**src/rtl/adc_capture_sequencer.sv**
```systemverilog
// adc_capture_sequencer
//   Runs serial conversion frames against the 8-channel, 12-bit ADC in
//   front of the signal capture block. adc_sclk is built here from CLOCK_50
//   by cycle counting. Enabled channels are visited round-robin, and each
//   completed frame is handed downstream as a one-cycle sample_valid pulse
//   carrying the channel tag and the data.
//
//   Frame timeline, with H = SCLK_HALF and Q = QUIET_CYCLES:
//     IDLE (1 cycle) -> SETUP (H) -> SHIFT (32H) -> HOLD (H) -> QUIET (Q)
//   A frame therefore repeats every 1 + 34H + Q cycles, and cs_n is low
//   for 34H of them.
//
// Ports
//   CLOCK_50     in   system clock
//   resetN       in   asynchronous active-low reset
//   run          in   1 = keep converting
//   ch_enable    in   channel mask, bit i enables channel i
//   adc_sclk     out  serial clock to the ADC, idles high
//   adc_cs_n     out  chip select, active low
//   adc_din      out  control word to the ADC (MOSI)
//   adc_dout     in   conversion data from the ADC (MISO)
//   sample_valid out  one-cycle pulse per completed frame
//   sample_ch    out  channel echo taken from the frame
//   sample_data  out  conversion result
//   busy         out  high from the cs_n fall through the end of QUIET
//   ch_err       out  sticky channel-mismatch flag
//
// Build option
//   ADC_CH_MISMATCH_CHK_EN : when defined, the echoed channel of each frame
//   is compared against the channel addressed in the previous frame, and
//   any mismatch sets ch_err. When undefined, ch_err is tied low.
module adc_capture_sequencer #(
  parameter int SCLK_HALF    = 2,
  parameter int QUIET_CYCLES = 4,
  parameter int NUM_CH       = 8,
  parameter int DATA_BITS    = 12
) (
  input  logic                 CLOCK_50,
  input  logic                 resetN,
  input  logic                 run,
  input  logic [NUM_CH-1:0]    ch_enable,
  output logic                 adc_sclk,
  output logic                 adc_cs_n,
  output logic                 adc_din,
  input  logic                 adc_dout,
  output logic                 sample_valid,
  output logic [2:0]           sample_ch,
  output logic [DATA_BITS-1:0] sample_data,
  output logic                 busy,
  output logic                 ch_err
);

  localparam int HW = (SCLK_HALF > 1) ? $clog2(SCLK_HALF) : 1;
  localparam int QW = (QUIET_CYCLES > 1) ? $clog2(QUIET_CYCLES) : 1;
  localparam logic [HW-1:0] H_LAST = HW'(SCLK_HALF - 1);
  localparam logic [QW-1:0] Q_LAST = QW'(QUIET_CYCLES - 1);

  typedef enum logic [2:0] {IDLE, SETUP, SHIFT, HOLD, QUIET} stateT;

  stateT         state;
  logic [HW-1:0] halfCnt;
  logic [QW-1:0] quietCnt;
  logic [3:0]    bitCnt;
  logic [2:0]    curCh;
  logic [15:0]   txShift;
  // The first received bit is a don't-care, so only the 15 useful bits are kept.
  logic [14:0]   rxShift;
  logic [2:0]    nextCh;
  logic [15:0]   ctrlWord;

  // The lowest enabled index strictly above cur, wrapping to the lowest
  // enabled index. The descending scans leave the lowest match in pick.
  function automatic logic [2:0] pickNext(input logic [NUM_CH-1:0] mask,
                                          input logic [2:0] cur);
    logic [2:0] pick;
    pick = 3'd0;
    for (int i = NUM_CH - 1; i >= 0; i--)
      if (mask[i]) pick = 3'(i);
    for (int i = NUM_CH - 1; i >= 0; i--)
      if (mask[i] && (3'(i) > cur)) pick = 3'(i);
    return pick;
  endfunction

  assign nextCh   = pickNext(ch_enable, curCh);
  assign ctrlWord = {2'b10, nextCh, 11'd0};

  always_ff @(posedge CLOCK_50 or negedge resetN) begin
    if (!resetN) begin
      state        <= IDLE;
      halfCnt      <= '0;
      quietCnt     <= '0;
      bitCnt       <= '0;
      curCh        <= 3'd7;
      txShift      <= '0;
      rxShift      <= '0;
      adc_sclk     <= 1'b1;
      adc_cs_n     <= 1'b1;
      adc_din      <= 1'b0;
      sample_valid <= 1'b0;
      sample_ch    <= '0;
      sample_data  <= '0;
      busy         <= 1'b0;
    end else begin
      sample_valid <= 1'b0;
      case (state)
        IDLE: begin
          if (run && (|ch_enable)) begin
            state    <= SETUP;
            curCh    <= nextCh;
            adc_cs_n <= 1'b0;
            adc_sclk <= 1'b1;
            adc_din  <= ctrlWord[15];
            txShift  <= {ctrlWord[14:0], 1'b0};
            halfCnt  <= '0;
            busy     <= 1'b1;
          end
        end
        SETUP: begin
          if (halfCnt == H_LAST) begin
            // The first sclk fall. din already holds ctrl[15] for bit 0.
            halfCnt  <= '0;
            bitCnt   <= '0;
            adc_sclk <= 1'b0;
            state    <= SHIFT;
          end else begin
            halfCnt <= halfCnt + 1'b1;
          end
        end
        SHIFT: begin
          if (halfCnt == H_LAST) begin
            halfCnt <= '0;
            if (!adc_sclk) begin
              // Rising edge: MISO has been stable through the low phase.
              adc_sclk <= 1'b1;
              rxShift  <= {rxShift[13:0], adc_dout};
            end else if (bitCnt == 4'd15) begin
              state <= HOLD;
            end else begin
              bitCnt   <= bitCnt + 1'b1;
              adc_sclk <= 1'b0;
              adc_din  <= txShift[15];
              txShift  <= {txShift[14:0], 1'b0};
            end
          end else begin
            halfCnt <= halfCnt + 1'b1;
          end
        end
        HOLD: begin
          if (halfCnt == H_LAST) begin
            halfCnt      <= '0;
            quietCnt     <= '0;
            state        <= QUIET;
            adc_cs_n     <= 1'b1;
            adc_din      <= 1'b0;
            sample_valid <= 1'b1;
            sample_ch    <= rxShift[14:12];
            sample_data  <= rxShift[DATA_BITS-1:0];
          end else begin
            halfCnt <= halfCnt + 1'b1;
          end
        end
        QUIET: begin
          if (quietCnt == Q_LAST) begin
            state <= IDLE;
            busy  <= 1'b0;
          end else begin
            quietCnt <= quietCnt + 1'b1;
          end
        end
        default: state <= IDLE;
      endcase
    end
  end

`ifdef ADC_CH_MISMATCH_CHK_EN
  // The ADC answers each frame with data for the address sent in the
  // previous frame. The first frame after reset, or after idling with run
  // low, has no trustworthy predecessor, so it is not checked.
  logic [2:0] prevCh;
  logic       prevValid;
  logic       chErrR;
  logic       frameDone;

  assign frameDone = (state == HOLD) && (halfCnt == H_LAST);

  always_ff @(posedge CLOCK_50 or negedge resetN) begin
    if (!resetN) begin
      prevCh    <= '0;
      prevValid <= 1'b0;
      chErrR    <= 1'b0;
    end else if ((state == IDLE) && !run) begin
      prevValid <= 1'b0;
    end else if (frameDone) begin
      if (prevValid && (rxShift[14:12] != prevCh)) chErrR <= 1'b1;
      prevCh    <= curCh;
      prevValid <= 1'b1;
    end
  end

  assign ch_err = chErrR;
`else
  assign ch_err = 1'b0;
`endif

endmodule

```
**config.mk**
```make
export PLATFORM = sky130hd
export DESIGN_NAME = adc_capture_sequencer
export DESIGN_NICKNAME = d
export VERILOG_FILES = /design/src/rtl/adc_capture_sequencer.sv
export SDC_FILE = /design/constraint.sdc
export NUM_CORES = 1
export LEC_CHECK = 0
export ABC_AREA = 0
export CELL_PAD_IN_SITES_DETAIL_PLACEMENT = 0
export CELL_PAD_IN_SITES_GLOBAL_PLACEMENT = 1
export CORE_MARGIN = 1
export CORE_UTILIZATION = 42
export CTS_CLUSTER_SIZE = 40
export DETAILED_ROUTE_END_ITERATION = 7
export PLACE_DENSITY_LB_ADDON = 0.1
export RECOVER_POWER = 100
export SYNTH_ARGS = -nofsm -noshare
export SYNTH_HDL_FRONTEND = slang
export SYNTH_SLANG_ARGS = --single-unit
```
**constraint.sdc**
```tcl
create_clock -name CLOCK_50 -period 1.8 [get_ports CLOCK_50]
set_input_delay 0.36 -clock CLOCK_50 [delete_from_list [all_inputs] [get_ports CLOCK_50]]
set_output_delay 0.36 -clock CLOCK_50 [all_outputs]
set_load 0.005 [all_outputs]
```
# --- Yosys cells after proc, flatten, opt, wreduce, memory -nomap -nowiden ---
# Cells that the tools add are included.
# Widths: inputs -> output; s select.
totals:
  register_bits: 64
  latchBits: 0
  ramBits: 0
  romBits: 0
  in_bits: 12
  output_inout_bits: 21
  elab_cells: 129
  memories: 0
op_classes:
  addsub: 3
  multipliers: 0
  div_mod_pow: 0
  magnitude_cmp: 8
  n_eq_ne: 15
  n_shift: 0
  muxes: 56
  bitwise_logic: 1
  n_reduce_logical: 32
ops:
  columns: ["operator", "n"]
  rows:
  - ["$mux 3", 23]
  - ["$mux 16", 4]
  - ["$pmux 16 s2", 1]
  - ["$ne 2x2->1 const B", 9]
  - ["$mux 4", 4]
  - ["$pmux 3 s5", 1]
  - ["$mux 1", 14]
  - ["$gt 3x3->1 const A", 4]
  - ["$reduce_and 3->1", 4]
  - ["$reduce_bool 2->1", 6]
  - ["$reduce_and 5->1", 2]
  - ["$logic_and 1x1->1", 9]
  - ["$pmux 4 s2", 1]
  - ["$reduce_or 8->1", 1]
  - ["$reduce_and 7->1", 1]
  - ["$eq 3x2->1 const B", 2]
  - ["$gt 1x3->1 const A", 2]
  - ["$gt 2x3->1 const A", 2]
  - ["$pmux 1 s2", 3]
  - ["$pmux 1 s3", 2]
  - ["$reduce_and 2->1", 3]
  - ["$reduce_and 6->1", 1]
  - ["$reduce_bool 3->1", 2]
  - ["$add 4x1->4 const B", 1]
  - ["12 further kinds", 13]

# --- Depth between registers and ports, before layout ---
# Gate-level depths: netlist of run 1.
depth:
  word_depth: 18
  mapped_depth: 6
  depth_no_buf: 6

# --- Worst setup path after synthesis of run 1 ---
# OpenSTA, ideal clock, no wires.
synth_timing:
  path_kind: "reg2reg"
  startpoint: "register state[2]"
  endpoint: "register rxShift[10]"
  setup_ns: 0.128
  arrival_ns: 1.520
  t_required_ns: 1.672
  slack_ns: 0.153
  path_stages_with_launch: 6
  n_path_buf: 1
  synth_period_minus_slack_ns: 1.647
  cell_sequence: "dfrtp_1 -> nor2_2 -> nand3_1 -> nor2_2 -> buf_2 -> mux2_1"
synth_via:
  elab_chain_cells: 2
synth_rtl:
  columns: ["element", "line", "source"]
  rows:
  - ["start, declared", "60", "stateT state;"]
  - ["start signal, assigned", "89", "state <= IDLE;"]
  - ["start signal, assigned", "108", "state <= SETUP;"]
  - ["start signal, assigned", "124", "state <= SHIFT;"]
  - ["$eq 3x2->1", "105", "case (state)"]
  - ["$reduce_and 3->1 (no line)", null, null]
  - ["end signal, assigned", "135", "rxShift <= {rxShift[13:0], adc_dout};"]
  - ["end, declared", "67", "logic [14:0] rxShift;"]
# No other way between the ends.
# A chain may end at the register's enable or synchronous reset.

# --- Worst setup path after layout of run 1 ---
layout_timing:
  startpoint: "input ch_enable[0]"
  endpoint: "register txShift[13]"
layout_via:
  elab_chain_cells: 11
  elab_cells_between_ends: 16
  classes_between: "eq/ne (1); mux (11); reduce/logical (4)"
layout_rtl:
  columns: ["element", "line", "source"]
  rows:
  - ["start, declared", "41", "input logic [NUM_CH-1:0] ch_enable,"]
  - ["$mux 3", "78", "if (mask[i]) pick = 3'(i);"]
  - ["$mux 3 (8 in series)", "80", "if (mask[i] && (3'(i) > cur)) pick = 3'(i);"]
  - ["$mux 16", "107", "if (run && (|ch_enable)) begin"]
  - ["$pmux 16 s2", "105", null]
  - ["end signal, assigned", "113", "txShift <= {ctrlWord[14:0], 1'b0};"]
  - ["end signal, assigned", "142", "txShift <= {txShift[14:0], 1'b0};"]
  - ["end, declared", "65", "logic [15:0] txShift;"]
# Parallel ways exist; a longest one is shown, timed or not. The select of a mux whose other input is x is not followed.

==> flow_metrics.py, run 1 <==
metrics = {
    "synth": {
        "syn_inst": 247,
        "synth.avg_cell_area_um2": 9.97,
        "syn_area_mm2": 0.00246,
        "synth_cell_types": 53,
        "synth_edf_count": 0,
        "yosys_warnings": 0,
        "synth-seq-area-share": 0.531,
        "syn_nets": 261,
        "ys.flop_type": "dfrtp_1",
        "ys_ff_latch": 52,
        "synth_async_sr_flop_share": 1.00,
    },
    "floorplanning": {
        "rows": 27,
        "fp.dieW_um": 78.6,
        "die_y_um": 78.6,
        "design.die.area_mm2": 0.00617,
        "io_pins": 33,
        "core-area_mm2": 0.00557,
        "initial_core_util": 0.442,
    },
    "placement": {
        "portBuffers": 31,
        "gp_congestion": 0.765,
        "hpwlAfterDp_mm": 3.40,
    },
    "clocking": {
        "clock-root-buffer": "clkbuf_8",
        "h-tree-depth": 2,
        "cts_made_buffers": 5,
        "cts_tree": "yes",
        "clk_path_buf_depth": 2,
        "cts_sinks": 52,
        "hold_buffers": 0,
        "clk_latency_ns": 0.30,
        "clkTransAtPathRegs_ns": 0.10,
    },
    "routing": {
        "firstDrtPassIters": 6,
        "vias": 1885,
        "wl_per_cell_um": 12.7,
        "drc_errors": 0,
        "antenna_left": 0,
        "first_iter_violations": 104,
        "routed_wl_mm": 4.73,
        "drt-vias-per-instance": 5.05,
    },
    "final_layout": {
        "num_antenna_cells": 0,
        "area_growth_pct": 27.8,
        "fin_util": 0.565,
        "final_nets": 314,
        "fillers": 512,
        "drive_above_1_share": 0.150,
    },
    "timing": {
        "max_slew_margin": 0.0202,
        "hold_viol": 0,
        "rsz0062_at_grt": "false",
        "fin_crit_ns": 1.74,
        "timing.fmax_ghz": 0.574,
        "slew_viol_final": 0,
        "skew_ns": 0.0117,
        "timing.hold.ws_ns": 0.382,
        "period_share": 0.967,
        "fin_setup_tns_ns": 0,
        "worst_pin_slew_ns": 1.47,
        "setup_viol": 0,
    },
    "power": {
        "ir_worst_vdd_uv": 295,
        "cellPowerDensity_mw_per_mm2": 674,
        "p_leak_nw": 1.53,
    },
    "setup_path": {
        "crit_type": "in -> reg",
        "end_kind": "flip-flop",
        "required_ns": 1.97,
        "cp_max_fo": 6,
        "critical_path.cell_chain": "clkdlybuf4s50_1 > or4_4 > o211ai_4 > nand2_2 > nor2_2 > a211oi_2",
        "startpoint_type": "input pin",
        "cpPeakStageDelay_ns": 0.53,
        "cp.arrival_ns": 1.91,
        "crit_slowest_cell": "or4_4",
    },
    "run": {
        "maxCapViolCount": 0,
    },
    "status": {
        "status": "complete, no violations",
    },
    "grt": {
        "grt_max_degree": 28,
        "grt_pass1_vias": 1791,
        "antenna_found_initial": 0,
        "gr-total-overflow": 0,
        "grt_pass1_wl_mm": 8.23,
        "track_usage": 0.171,
    },
    "worst_hold_path": {
        "hp-class": "in -> async",
    },
}
-- final timing paths --
path / cells after the start / end / slack (ns) / start
max in group asynchronous: 1 / state[1]$_DFFE_PN0P_ / 0.55 / resetN
worst min register to register: 2 / sample_data[8]$_DFFE_PN0P_ / 0.47 / sample_data[8]$_DFFE_PN0P_
worst max register to register: 5 / txShift[13]$_DFFE_PN0P_ / 0.14 / adc_sclk$_DFFE_PN1P_
min in group CLOCK_50: 2 / sample_data[8]$_DFFE_PN0P_ / 0.47 / sample_data[8]$_DFFE_PN0P_
worst max-delay path: 6 / txShift[13]$_DFFE_PN0P_ / 0.06 / ch_enable[0]
worst min-delay path: 1 / bitCnt[0]$_DFFE_PN0P_ / 0.38 / resetN
-- per-stage QoR --
stage,area (µm²),instances,setup WS (ns),total power [mW]
final,3150,373,0.0592,2.12
after global routing,3150,373,0.00387,2.21
after CTS,3130,372,0.0142,2.16
after detailed placement,3010,364,-0.327,1.34
after global placement,3010,364,-0.261,1.34
after floorplan,2460,247,0.153,1.25
-- Yosys cell counts, types with 3 or more instances --
cell type,count,area share
a211oi_1,3,0.0091
clkbuf_1,4,0.0061
o22ai_1,3,0.0076
nand3_1,5,0.010
nor2b_1,5,0.013
nand2_1,64,0.098
mux2i_1,3,0.012
mux2_1,15,0.069
nor2_1,11,0.017
a21oi_1,6,0.012
o21ai_1,5,0.010
o31ai_1,3,0.0091
nand2b_1,4,0.010
nor3_1,3,0.0061
inv_1,9,0.014
dfstp_2,5,0.053
dfrtp_1,47,0.48
buf_2,5,0.010
o21ai_0,6,0.012
-- registers in the layout, summed over array words and instances, names as in the netlist --
register / count
state: 3
busy: 1
adc_sclk: 1
sample_ch: 3
adc_cs_n: 1
halfCnt: 1
txShift: 4
sample_valid: 1
bitCnt: 4
rxShift: 15
curCh: 3
adc_din: 1
sample_data: 12
quietCnt: 2
-- routing by layer --
metal	part of all wire	GRT usage	wire length (µm)
met1	0.50	0.232	2370
met2	0.46	0.273	2170
met3	0.031	0.0407	146
met4	0.0099	0.0463	47
met5	0	0	0
-- where the power goes --
| part | total (mW) | switching, mW | internal (mW) |
|---|---|---|---|
| clock network | 0.808 | 0.388 | 0.421 |
| logic | 0.121 | 0.0583 | 0.0625 |
| registers | 1.19 | 0.0105 | 1.18 |
-- final cells by class --
type                            instances  area [µm²]  area share
Inverter                               10        37.5      0.0119
Tap cell                               72        90.1      0.0286
Clock inverter                          2        38.8      0.0123
Clock buffer                            6        72.6      0.0231
Sequential cell                        52        1310       0.415
Timing Repair Buffer                   57         514       0.163
Multi-Input combinational cell        174        1090       0.345
-- logic make-up (layout without fill, tap and decap cells) --
family,after synthesis,after routing,share of synthesized area
fa+ha+maj,2,2,0.0102
buf+inv,21,75,0.0391
other cells,1,1,0.00152
simple gates,106,106,0.200
xor+xnor,2,2,0.00712
compound gates,45,45,0.131
mux,18,18,0.0808
flops,52,52,0.531
-- placed cells by master, fill, tap and decap left out, types with 3 or more instances in the layout --
cell type / count
dlygate4sd3_1: 18
mux2i_1: 3
a211oi_2: 4
buf_4: 15
o22ai_1: 3
clkbuf_8: 5
inv_1: 10
nor3_1: 3
dlymetal6s2s_1: 5
mux2_1: 15
o21ai_0: 7
nor2b_1: 5
nand2_1: 63
o21ai_1: 4
dfrtp_1: 47
o31ai_1: 3
nor2_1: 10
clkdlybuf4s50_1: 7
clkbuf_1: 7
nand2b_1: 4
dfstp_2: 4
clkbuf_2: 3
nand3_1: 5
a21oi_1: 6
-- worst max-delay path, delay by kind of cell --
family / cells / cell delay (ns)
simple gates: 3 / 0.79
buf+inv: 1 / 0.42
compound gates: 2 / 0.33
-- what timing repair did --
| item | CTS | global route |
|---|---|---|
| setup buffers | 0 | 1 |
| setup endpoints to repair | 2 | 7 |
| resized for setup | 1 | 12 |
| gates cloned | 0 | 0 |
| pin swaps | 0 | 4 |
Power figures use the tool's default switching activity.
==> inputs of run 2 (changes only) <==
--- a/config.mk
+++ b/config.mk
@@ -6,13 +6,11 @@
 export NUM_CORES = 1
 export LEC_CHECK = 0
 export ABC_AREA = 0
-export CELL_PAD_IN_SITES_DETAIL_PLACEMENT = 0
-export CELL_PAD_IN_SITES_GLOBAL_PLACEMENT = 1
 export CORE_MARGIN = 1
-export CORE_UTILIZATION = 42
+export CORE_UTILIZATION = 54
 export CTS_CLUSTER_SIZE = 40
 export DETAILED_ROUTE_END_ITERATION = 7
-export PLACE_DENSITY_LB_ADDON = 0.1
+export PLACE_DENSITY = 0.79
 export RECOVER_POWER = 100
 export SYNTH_ARGS = -nofsm -noshare
 export SYNTH_HDL_FRONTEND = slang
==> flow_metrics.py, run 2 (synthesized netlist as in run 1, its figures left out) <==
metrics = {
    "clocking": {
        "clkTransAtPathRegs_ns": 0.09,
        "cts_made_buffers": 5,
        "cts_sinks": 52,
        "h-tree-depth": 2,
        "hold_buffers": 0,
        "cts_tree": "yes",
        "clk_path_buf_depth": 2,
        "clock-root-buffer": "clkbuf_8",
        "clk_latency_ns": 0.30,
    },
    "floorplanning": {
        "io_pins": 33,
        "fp.dieW_um": 69.5,
        "core-area_mm2": 0.00435,
        "design.die.area_mm2": 0.00483,
        "initial_core_util": 0.566,
        "rows": 24,
        "die_y_um": 69.5,
    },
    "final_layout": {
        "final_cell_count_no_fill": 350,
        "fin_area_mm2": 0.00305,
        "final_cell_mix": "nand2_1, dfrtp_1, buf_4, dlygate4sd3_1, mux2_1",
        "top_regs": "rxShift (15), sample_data (12)",
        "regMostFlops": "rxShift",
        "drive_above_1_share": 0.154,
        "area_growth_pct": 23.7,
        "layout_commonest_cell": "nand2_1",
        "final_nets": 311,
        "largest_register_ffs": 15,
        "fin_util": 0.700,
        "num_antenna_cells": 0,
    },
    "placement": {
        "hpwlAfterDp_mm": 3.35,
        "place_inst": 341,
        "dpl_cell_area_mm2": 0.00296,
        "portBuffers": 31,
        "gp_congestion": 0.914,
        "dp_slack_ns": -0.313,
    },
    "power": {
        "ir_worst_vdd_uv": 629,
        "p_leak_nw": 1.49,
        "cellPowerDensity_mw_per_mm2": 647,
    },
    "status": {
        "status": "complete, no violations",
    },
    "setup_path": {
        "startpoint_type": "input pin",
        "crit_type": "in -> reg",
        "cp.arrival_ns": 1.96,
        "reg2reg_depth": 4,
        "r2r_slack_ns": 0.12,
        "timing.rr.end": "rxShift[3]$_DFFE_PN0P_",
        "end_kind": "flip-flop",
        "cp_max_fo": 6,
        "required_ns": 2.01,
        "rr_startpoint": "state[1]$_DFFE_PN0P_",
    },
    "routing": {
        "drt-vias-per-instance": 5.39,
        "firstDrtPassIters": 4,
        "drc_errors": 0,
        "dr_wl_met3_um": 144,
        "dr.max_layer_used": "met4",
        "first_iter_violations": 98,
        "routed_wl_mm": 4.53,
        "antenna_left": 0,
        "wl_met1_mm": 2.07,
        "wl_per_cell_um": 12.9,
        "wl_met2_mm": 2.27,
        "vias": 1888,
    },
    "timing": {
        "period_share": 0.970,
        "worst_pin_slew_ns": 1.24,
        "rsz0062_at_grt": "true",
        "timing.fmax_ghz": 0.573,
        "skew_ns": 0.00614,
        "fin_setup_tns_ns": 0,
        "fin_crit_ns": 1.75,
        "hold_viol": 0,
        "slew_viol_final": 0,
        "max_slew_margin": 0.175,
        "fin_ws_ns": 0.0542,
        "setup_viol": 0,
    },
    "grt": {
        "gr-total-overflow": 0,
        "track_usage": 0.202,
        "grt_pass1_wl_mm": 7.83,
        "grt_pass1_vias": 1815,
        "grt_max_degree": 53,
        "antenna_found_initial": 0,
    },
    "run": {
        "maxCapViolCount": 0,
    },
    "worst_hold_path": {
        "hp-class": "in -> async",
    },
}
[run 2: worst max-delay path by stage]
stage,start,endpoint,depth (start not counted)
2_1_floorplan,state[2]$_DFFE_PN0P_,rxShift[10]$_DFFE_PN0P_,5
3_3_place_gp,ch_enable[1],txShift[13]$_DFFE_PN0P_,6
3_5_place_dp,ch_enable[3],txShift[14]$_DFFE_PN0P_,5
4_1_cts,ch_enable[3],txShift[14]$_DFFE_PN0P_,5
5_1_grt,ch_enable[5],adc_din$_DFFE_PN0P_,6
6_report,ch_enable[5],txShift[14]$_DFFE_PN0P_,5
[run 2: final cells by class]
| cell class | instances | area (µm²) |
|---|---|---|
| fill | 351 | 1310 |
| sequential | 52 | 1310 |
| multi-input combinational | 174 | 1070 |
| inverter | 10 | 37.5 |
| clock inverter | 3 | 21.3 |
| clock buffer | 5 | 68.8 |
| tap | 52 | 65.1 |
| timing repair buffer | 54 | 474 |
[run 2: power by group]
group	leakage [nW]	switching, mW	internal [mW]
registers	0.663	0.0101	1.18
logic	0.779	0.0589	0.0600
clock network	0.0445	0.383	0.276
[run 2: what timing repair did]
action | CTS | global route
buffers inserted | 0 | 1
gates resized for setup | 0 | 5
setup endpoints to repair | 0 | 8
[run 2: metrics by stage]
| step | power, mW | hold WS, ns |
|---|---|---|
| after floorplan | 1.25 | 0.0644 |
| after global placement | 1.34 | 0.371 |
| after detailed placement | 1.34 | 0.369 |
| after CTS | 1.99 | 0.0441 |
| after global routing | 2.06 | 0.494 |
| final | 1.97 | 0.393 |
[run 2: worst max-delay path, cell delays in order]
cell             delay, ns
clkdlybuf4s50_1       0.41
or4_4                 0.59
o211ai_4              0.25
a211oi_1              0.13
a211oi_2              0.22
[run 2: metal layers]
| layer | vias to the layer above | global-route usage |
|---|---|---|
| li1 | 954 | - |
| met3 | 4 | 0.0451 |
| met2 | 33 | 0.354 |
| met4 | 0 | 0.0522 |
| met5 | - | 0 |
| met1 | 897 | 0.251 |
